### src/rtl/i2c_master_ctrl.sv
// Single-byte I2C master: START, address+R/W, one data byte, STOP.
// Open-drain bus outputs are registered; a high *_oe pulls the line low.
module i2c_master_ctrl #(
  parameter int CLK_DIV = 4
) (
  input  logic       clk,
  input  logic       rst_n,
  input  logic       cmd_valid,
  output logic       cmd_ready,
  input  logic [6:0] cmd_addr,
  input  logic       cmd_rw,
  input  logic [7:0] cmd_wdata,
  output logic       rsp_valid,
  output logic [7:0] rsp_rdata,
  output logic       rsp_nack,
  output logic       busy,
  output logic       scl_oe,
  output logic       sda_oe,
  input  logic       sda_in
);

  typedef enum logic [3:0] {
    IDLE, START, ADDR, ADDR_ACK, WDATA,
    WACK, RDATA, RACK, STOP, DONE
  } state_t;

  state_t      state, state_n;
  logic [7:0]  qcnt;
  logic [1:0]  phase;
  logic [2:0]  bcnt;
  logic [6:0]  addr;
  logic        rw;
  logic [7:0]  wdata;
  logic [7:0]  rdata;
  logic [7:0]  abyte;
  logic        nack;
  logic        accept;
  logic        tick;
  logic        bit_end;
  logic        byte_end;
  logic        samp;
  logic        shift_st;
  logic        tx_bit;
  logic        scl_n;
  logic        sda_n;

  assign cmd_ready = (state == IDLE);
  assign busy      = (state != IDLE);
  assign accept    = cmd_valid && cmd_ready;
  assign tick      = (qcnt == 8'(CLK_DIV - 1));
  assign bit_end   = tick && (phase == 2'd3);
  assign byte_end  = bit_end && (bcnt == 3'd7);
  assign samp      = (phase == 2'd3) && (qcnt == 8'd0);
  assign shift_st  = (state == ADDR) || (state == WDATA)
                  || (state == RDATA);
  assign abyte     = {addr, rw};
  assign tx_bit    = (state == ADDR) ? abyte[~bcnt]
                                     : wdata[~bcnt];

  always_comb begin
    state_n = state;
    scl_n   = 1'b0;
    sda_n   = 1'b0;
    unique case (state)
      IDLE:     if (cmd_valid) state_n = START;
      START: begin
        scl_n = (phase == 2'd3);
        sda_n = phase[1];
        if (bit_end) state_n = ADDR;
      end
      ADDR: begin
        scl_n = ~phase[1];
        sda_n = ~tx_bit;
        if (byte_end) state_n = ADDR_ACK;
      end
      ADDR_ACK: begin
        scl_n = ~phase[1];
        if (bit_end) begin
          if (nack)    state_n = STOP;
          else if (rw) state_n = RDATA;
          else         state_n = WDATA;
        end
      end
      WDATA: begin
        scl_n = ~phase[1];
        sda_n = ~tx_bit;
        if (byte_end) state_n = WACK;
      end
      WACK: begin
        scl_n = ~phase[1];
        if (bit_end) state_n = STOP;
      end
      RDATA: begin
        scl_n = ~phase[1];
        if (byte_end) state_n = RACK;
      end
      RACK: begin
        // single-byte read: master answers NACK
        scl_n = ~phase[1];
        if (bit_end) state_n = STOP;
      end
      STOP: begin
        scl_n = (phase == 2'd0);
        sda_n = ~phase[1];
        if (bit_end) state_n = DONE;
      end
      DONE:     state_n = IDLE;
      default:  state_n = IDLE;
    endcase
  end

  always_ff @(posedge clk or negedge rst_n) begin
    if (!rst_n) begin
      state     <= IDLE;
      qcnt      <= '0;
      phase     <= '0;
      bcnt      <= '0;
      addr      <= '0;
      rw        <= 1'b0;
      wdata     <= '0;
      rdata     <= '0;
      nack      <= 1'b0;
      scl_oe    <= 1'b0;
      sda_oe    <= 1'b0;
      rsp_valid <= 1'b0;
      rsp_rdata <= '0;
      rsp_nack  <= 1'b0;
    end else begin
      state     <= state_n;
      scl_oe    <= scl_n;
      sda_oe    <= sda_n;
      rsp_valid <= (state == DONE);
      if (state == IDLE || state == DONE) begin
        qcnt  <= '0;
        phase <= '0;
        bcnt  <= '0;
      end else if (tick) begin
        qcnt  <= '0;
        phase <= phase + 2'd1;
        if (bit_end && shift_st) bcnt <= bcnt + 3'd1;
      end else begin
        qcnt <= qcnt + 8'd1;
      end
      if (accept) begin
        addr      <= cmd_addr;
        rw        <= cmd_rw;
        wdata     <= cmd_wdata;
        rdata     <= '0;
        nack      <= 1'b0;
        rsp_rdata <= '0;
        rsp_nack  <= 1'b0;
      end
      if (samp) begin
        unique case (state)
          ADDR_ACK, WACK: nack  <= sda_in;
          RDATA:          rdata <= {rdata[6:0], sda_in};
          default: ;
        endcase
      end
      if (state == DONE) begin
        rsp_rdata <= rdata;
        rsp_nack  <= nack;
      end
    end
  end

endmodule

### config.mk
export PLATFORM = sky130hd
export DESIGN_NAME = i2c_master_ctrl
export DESIGN_NICKNAME = d
export VERILOG_FILES = /design/src/rtl/i2c_master_ctrl.sv
export SDC_FILE = /design/constraint.sdc
export NUM_CORES = 1
export LEC_CHECK = 0
export ABC_AREA = 1
export BUFFER_PORTS_ARGS = -buffer_cell sky130_fd_sc_hd__buf_2
export CORE_MARGIN = 2
export CORE_UTILIZATION = 54
export CTS_BUF_LIST = sky130_fd_sc_hd__clkbuf_8
export CTS_CLUSTER_DIAMETER = 100
export CTS_CLUSTER_SIZE = 12
export DETAILED_ROUTE_END_ITERATION = 10
export PLACE_DENSITY = 0.76
export RECOVER_POWER = 25
export SYNTH_ARGS = -nofsm -noshare
export SYNTH_HDL_FRONTEND = slang
export SYNTH_SLANG_ARGS = --single-unit
### constraint.sdc
create_clock -name clk -period 1.5 [get_ports clk]
set_input_delay 0.45 -clock clk [delete_from_list [all_inputs] [get_ports clk]]
set_output_delay 0.45 -clock clk [all_outputs]
set_load 0.01 [all_outputs]
# [Word-level counts from Yosys, hierarchy flattened]
# Index checks and enable logic that the tools add are counted.
[totals] out_inout_bits=14 register_bits=54 wordCells=97
[op_classes] bitwise=3 eq_ne=20 addsub=3 n_reduce_logical=21 mux=35 magnitude_cmp=1
[op_table] cell="2-to-1 mux 8 bit" count=7
[op_table] cell="2-to-1 mux 4 bit" count=9
[op_table] cell="case mux 4 bit (8 select lines)" count=1
[op_table] cell="== test 4 x 3 -> 1 bit, second input constant" count=4
[op_table] cell="!= test 2 bit, second input constant" count=7
[op_table] cell="2-to-1 mux 3 bit" count=3
[op_table] cell="adder 8 x 1 -> 8 bit, second input constant" count=1
[op_table] cell="== test 4 x 2 -> 1 bit, second input constant" count=2
[op_table] cell="== test 4 bit, second input constant" count=2
[op_table] cell="== test 8 x 2 -> 1 bit, second input constant" count=1
[op_table] cell="logical NOT 8 bit" count=1
[op_table] cell="2-to-1 mux 1 bit" count=8
[op_table] cell="AND reduction 8 bit" count=1
[op_table] cell="binary-select mux 1 bit (select 3 bit)" count=2
[op_table] cell="2-to-1 mux 2 bit" count=3
[op_table] cell="case mux 1 bit (3 select lines)" count=2
[op_table] cell="nonzero test 2 bit" count=3
[op_table] cell="OR reduction 2 bit" count=3
[op_table] cell="OR reduction 6 bit" count=1
[op_table] cell="logical AND 1 bit" count=5
[op_table] cell="== test 4 x 1 -> 1 bit, second input constant" count=1
[op_table] cell="logical NOT 4 bit" count=1
[op_table] cell="less-than comparator 3 x 4 -> 1 bit, second input constant" count=1
[op_table] cell="nonzero test 4 bit" count=1
[op_table] cell="other kinds (10)" count=13

# [Depth between registers and ports, before layout]
[logic_depth] word_depth=7 depth_mapped=9 ltp_nobuf=9

# [Least setup slack after synthesis]
# No wires, ideal clock.
[synth_path] kind="reg2reg" start="reg phase[1]" end="reg rdata[5]" slack_ps=114 period_less_slack_ps=1386 arrival_time_ps=1267 stages_incl_launch_ff=8 cell_sequence="dfrtp_1 -> ha_1 -> nand3_1 -> nor2_4 -> nand2_2 -> buf_6 -> nand3_1 -> o21ai_2"
[synth_via] elab_chain_cells=3
[synth_lines] item="start: declaration" line="29" rtl="logic [1:0] phase;"
[synth_lines] item="start signal: assignment" line="139" rtl="phase <= phase + 2'd1;"
[synth_lines] item="== test 2 bit" line="53" rtl="assign samp = (phase == 2'd3) && (qcnt == 8'd0);"
[synth_lines] item="logical AND 1 bit" line="53"
[synth_lines] item="2-to-1 mux 8 bit" line="153" rtl="if (samp) begin"
[synth_lines] item="end signal: assignment" line="156" rtl="RDATA: rdata <= {rdata[6:0], sda_in};"
[synth_lines] item="end: declaration" line="34" rtl="logic [7:0] rdata;"
# No other way between the ends.
# A chain may end at the register's enable or synchronous reset.

# [Worst setup path in the final report]
[layout_path] start="reg state[1]" end="out cmd_ready"
[layout_via] elab_chain_cells=1
[layout_lines] item="start: declaration" line="27" rtl="state_t state, state_n;"
[layout_lines] item="start signal: assignment" line="129" rtl="state <= state_n;"
[layout_lines] item="logical NOT 4 bit" line="47" rtl="assign cmd_ready = (state == IDLE);"
[layout_lines] item="end: declaration" line="9" rtl="output logic cmd_ready,"
# No other way between the ends.

==> metrics.md <==
| Metric | Value |
|---|---|
| Status | complete, but fails checks |
| Failing checks | negative setup slack |
| CP Launch Type | flip-flop |
| Worst-Skew Late Latency | 0.31 ns |
| Setup CP Type | flip-flop to output pin |
| Power per cell area | 1650 nW/um2 |
| Commonest non-fill, non-tap cell in the layout | nand2_1 |
| Worst Tran Pin Value | 1.20 ns |
| Delay-heaviest family, CP | flip-flops |
| Hold endpoint | addr[3] |
| Setup crit end kind | output pin |
| Net count after synthesis | 361 |
| Seq cells post-synth | 54 |
| Syn-to-layout area delta | 17.3% |
| Ant diodes | 0 |
| Multi-input logic area | 1330 um2 |
| Cell count after placement | 440 |
| Gr ovfl total | 0 |
| Crit path cell chain | nor2_4 > nand2_4 > clkinv_4 > buf_6 |
| Clk_skew | 0.0135 ns |
| Dpl hpwl | 4.12 mm |
| Max-slew violation count | 0 |
| Core Region | 5140 um2 |
| GRT Total Usage | 0.209 |
| CP Data Required Time | 1.05 ns |
| Slack of the critical path | -0.0676 ns |
| Final Total Pwr | 5.62 mW |
| PortBufs | 33 |
| GRT busiest layer | met2 |
| Vias in the first global route | 2175 |
| Post-synthesis cell count | 335 |
| Worst Reg-to-Reg Cells | 10 |
| Peak per-stage delay on the critical path | 0.44 ns |
| Vias/cell | 5.11 |
| Initial DRT Pass Iterations | 4 |
| Die ar. | 5980 um2 |
| Syn Std Cell Area | 2900 um2 |
| Final #Nets | 413 |
| VDD IR-drop max | 0.000855 V |
| CTS Root Cell | clkbuf_8 |
| Routed wire length | 6.07 mm |
| Die width | 77.3 um |
| Largest net degree at the start of global routing | 55 |
| Starting density of the core | 0.565 |
| CTS max path bufs | 2 |
| Drt initial violations | 128 |
| Avg WL per Cell | 13.3 um |
| Residual DRC | 0 |
| Setup TNS Final | -0.137 ns |
| Num CTS Buffers | 5 |
| Reg2reg setup slack | -0.01 ns |
| Die height | 77.3 um |
| GPL Wtd Cong | 0.866 |
| Worst hold start | cmd_addr[3] |
| Clk sinks | 54 |
| DR vias | 2335 |
| CTS tree | yes |
| Worst-path clk slew | 0.10 ns |
| RR Endpoint | state[0] |
| Commonest cells after routing, fill and taps aside | nand2_1 (64), dfrtp_1 (50), nand3_1 (48), inv_1 (39), buf_2 (32) |
| Htree depth | 2 |
| Final hold slack | 0.366 ns |
| First-pass GRT wire length | 10.1 mm |
| Distinct cell type count after synthesis | 29 |
| Max-slew headroom | 0.202 |
| Share of cells above drive strength 1 | 0.344 |
| CP max FO | 3 |
| Final core occ | 0.662 |
| Reg2reg start | state[1] |
| Achievable clock frequency | 638 MHz |
| Critical Path Stages | 4 |
| IO Count | 34 |
| CP max stage cell | dfrtp_2 |
| Final period util | 1.05 |
| Post-DRT Antenna Nets | 0 |
| GR met2 Demand/Resource | 0.322 |
| Synth Area per Inst | 8.66 um2 |
| RSZ-0062 raised after global routing | true |
| Buf/Inv on CP | 2 |
| Hold crit path type | primary input to flip-flop |
| Number of fill cells | 427 |
| Min cycle time layout | 1.57 ns |
| Hold depth | 3 |
| CP Data Arrival Time | 1.12 ns |
| Met1 usage | 0.295 |
| Grt met3 use | 0.0459 |
| Setup Viol. Count Final | 4 |
| Synth warn | 0 |
| Register area share after synthesis | 0.466 |
| Initial antenna violation count | 0 |
| Leakage power | 1.70 nW |
| Std cell rows | 26 |
| Register Area | 1360 um2 |
| Cell Count, Final, Fillers Out | 457 |
| Maxcap violations | 0 |
| Final hold violation count | 0 |
[Yosys cell counts]
master,number,area share
o21ai_0,4,0.0069
nand4_1,1,0.0022
o21ai_2,8,0.024
xor2_1,1,0.0030
inv_2,1,0.0013
o31ai_1,1,0.0026
buf_2,2,0.0034
a21oi_2,13,0.039
buf_6,9,0.035
nand2_2,6,0.013
o211ai_1,1,0.0026
inv_6,1,0.0030
dfrtp_1,54,0.47
nor3_1,2,0.0034
nand3_2,1,0.0034
o21ai_1,11,0.019
nand3_1,50,0.086
a21oi_1,2,0.0034
nor2_4,3,0.012
nor2_1,25,0.032
nand3b_1,1,0.0026
nand3_4,1,0.0060
nor2_2,16,0.034
ha_1,6,0.026
nand2_4,3,0.012
inv_1,42,0.054
nor2_8,2,0.014
or2_4,1,0.0030
nand2_1,67,0.087
[final cells by class]
type                       count  area share
clock buffer                   5      0.0202
tap                           70      0.0257
timing repair buffer          56       0.110
clock inverter                 2     0.00441
multi-input combinational    226       0.391
inverter                      44      0.0500
sequential                    54       0.398
[stage by stage]
| stage | cell area [um2] | setup WS [ns] |
|---|---|---|
| after floorplan | 2900 | 0.114 |
| after global placement | 3170 | 0.0737 |
| after detailed placement | 3170 | 0.0397 |
| after CTS | 3340 | -0.0792 |
| after global routing | 3400 | -0.106 |
| final | 3400 | -0.0676 |
[per-layer routing]
layer | routed length [um] | share of wire
met3 | 257 | 0.042
met4 | 95 | 0.016
met2 | 2910 | 0.48
met5 | 0 | 0
met1 | 2810 | 0.46
[repair_timing]
item                                    4_1_cts  5_1_grt
endpoints found under the setup margin        2       27
pin swaps                                     3        5
buffers inserted                              9        1
hold buffers                                  0        0
resized for setup                             8       22
[power breakdown]
part	leakage, nW	switching [mW]	internal [mW]	total, mW
clock network	0.0362	0.481	0.320	0.801
registers	0.694	0.219	1.81	2.03
logic	0.974	1.66	1.13	2.79
[sequential cells by signal, indices dropped and copies added (netlist names), 2 cells and up]
| name | cells |
|---|---|
| addr | 7 |
| qcnt | 8 |
| state | 4 |
| wdata | 8 |
| phase | 2 |
| rsp_rdata | 8 |
| rdata | 8 |
| bcnt | 3 |
[how the worst max path moves through the flow]
stage | to | slack, ns | startpoint
6_report | cmd_ready | -0.07 | state[1]
3_5_place_dp | state[1] | 0.04 | qcnt[0]
5_1_grt | cmd_ready | -0.11 | state[1]
4_1_cts | cmd_ready | -0.08 | state[0]
3_3_place_gp | state[2] | 0.07 | qcnt[0]
2_1_floorplan | rdata[5] | 0.11 | phase[1]
[kinds of logic after synthesis]
logic type | count (synthesis) | synth area share
AOI/OAI and AO/OA | 40 | 0.0979
xor gates and xnor gates | 1 | 0.00302
and+or+nand+nor | 179 | 0.310
DFF | 54 | 0.466
adders and majority gates | 6 | 0.0259
buffers and inverters | 55 | 0.0970
[worst min-delay path, stage by stage]
cell and delay, ns:
buf_2 0.08, nor2_2 0.03, a21oi_2 0.08
(Power assumes the default switching activity.)
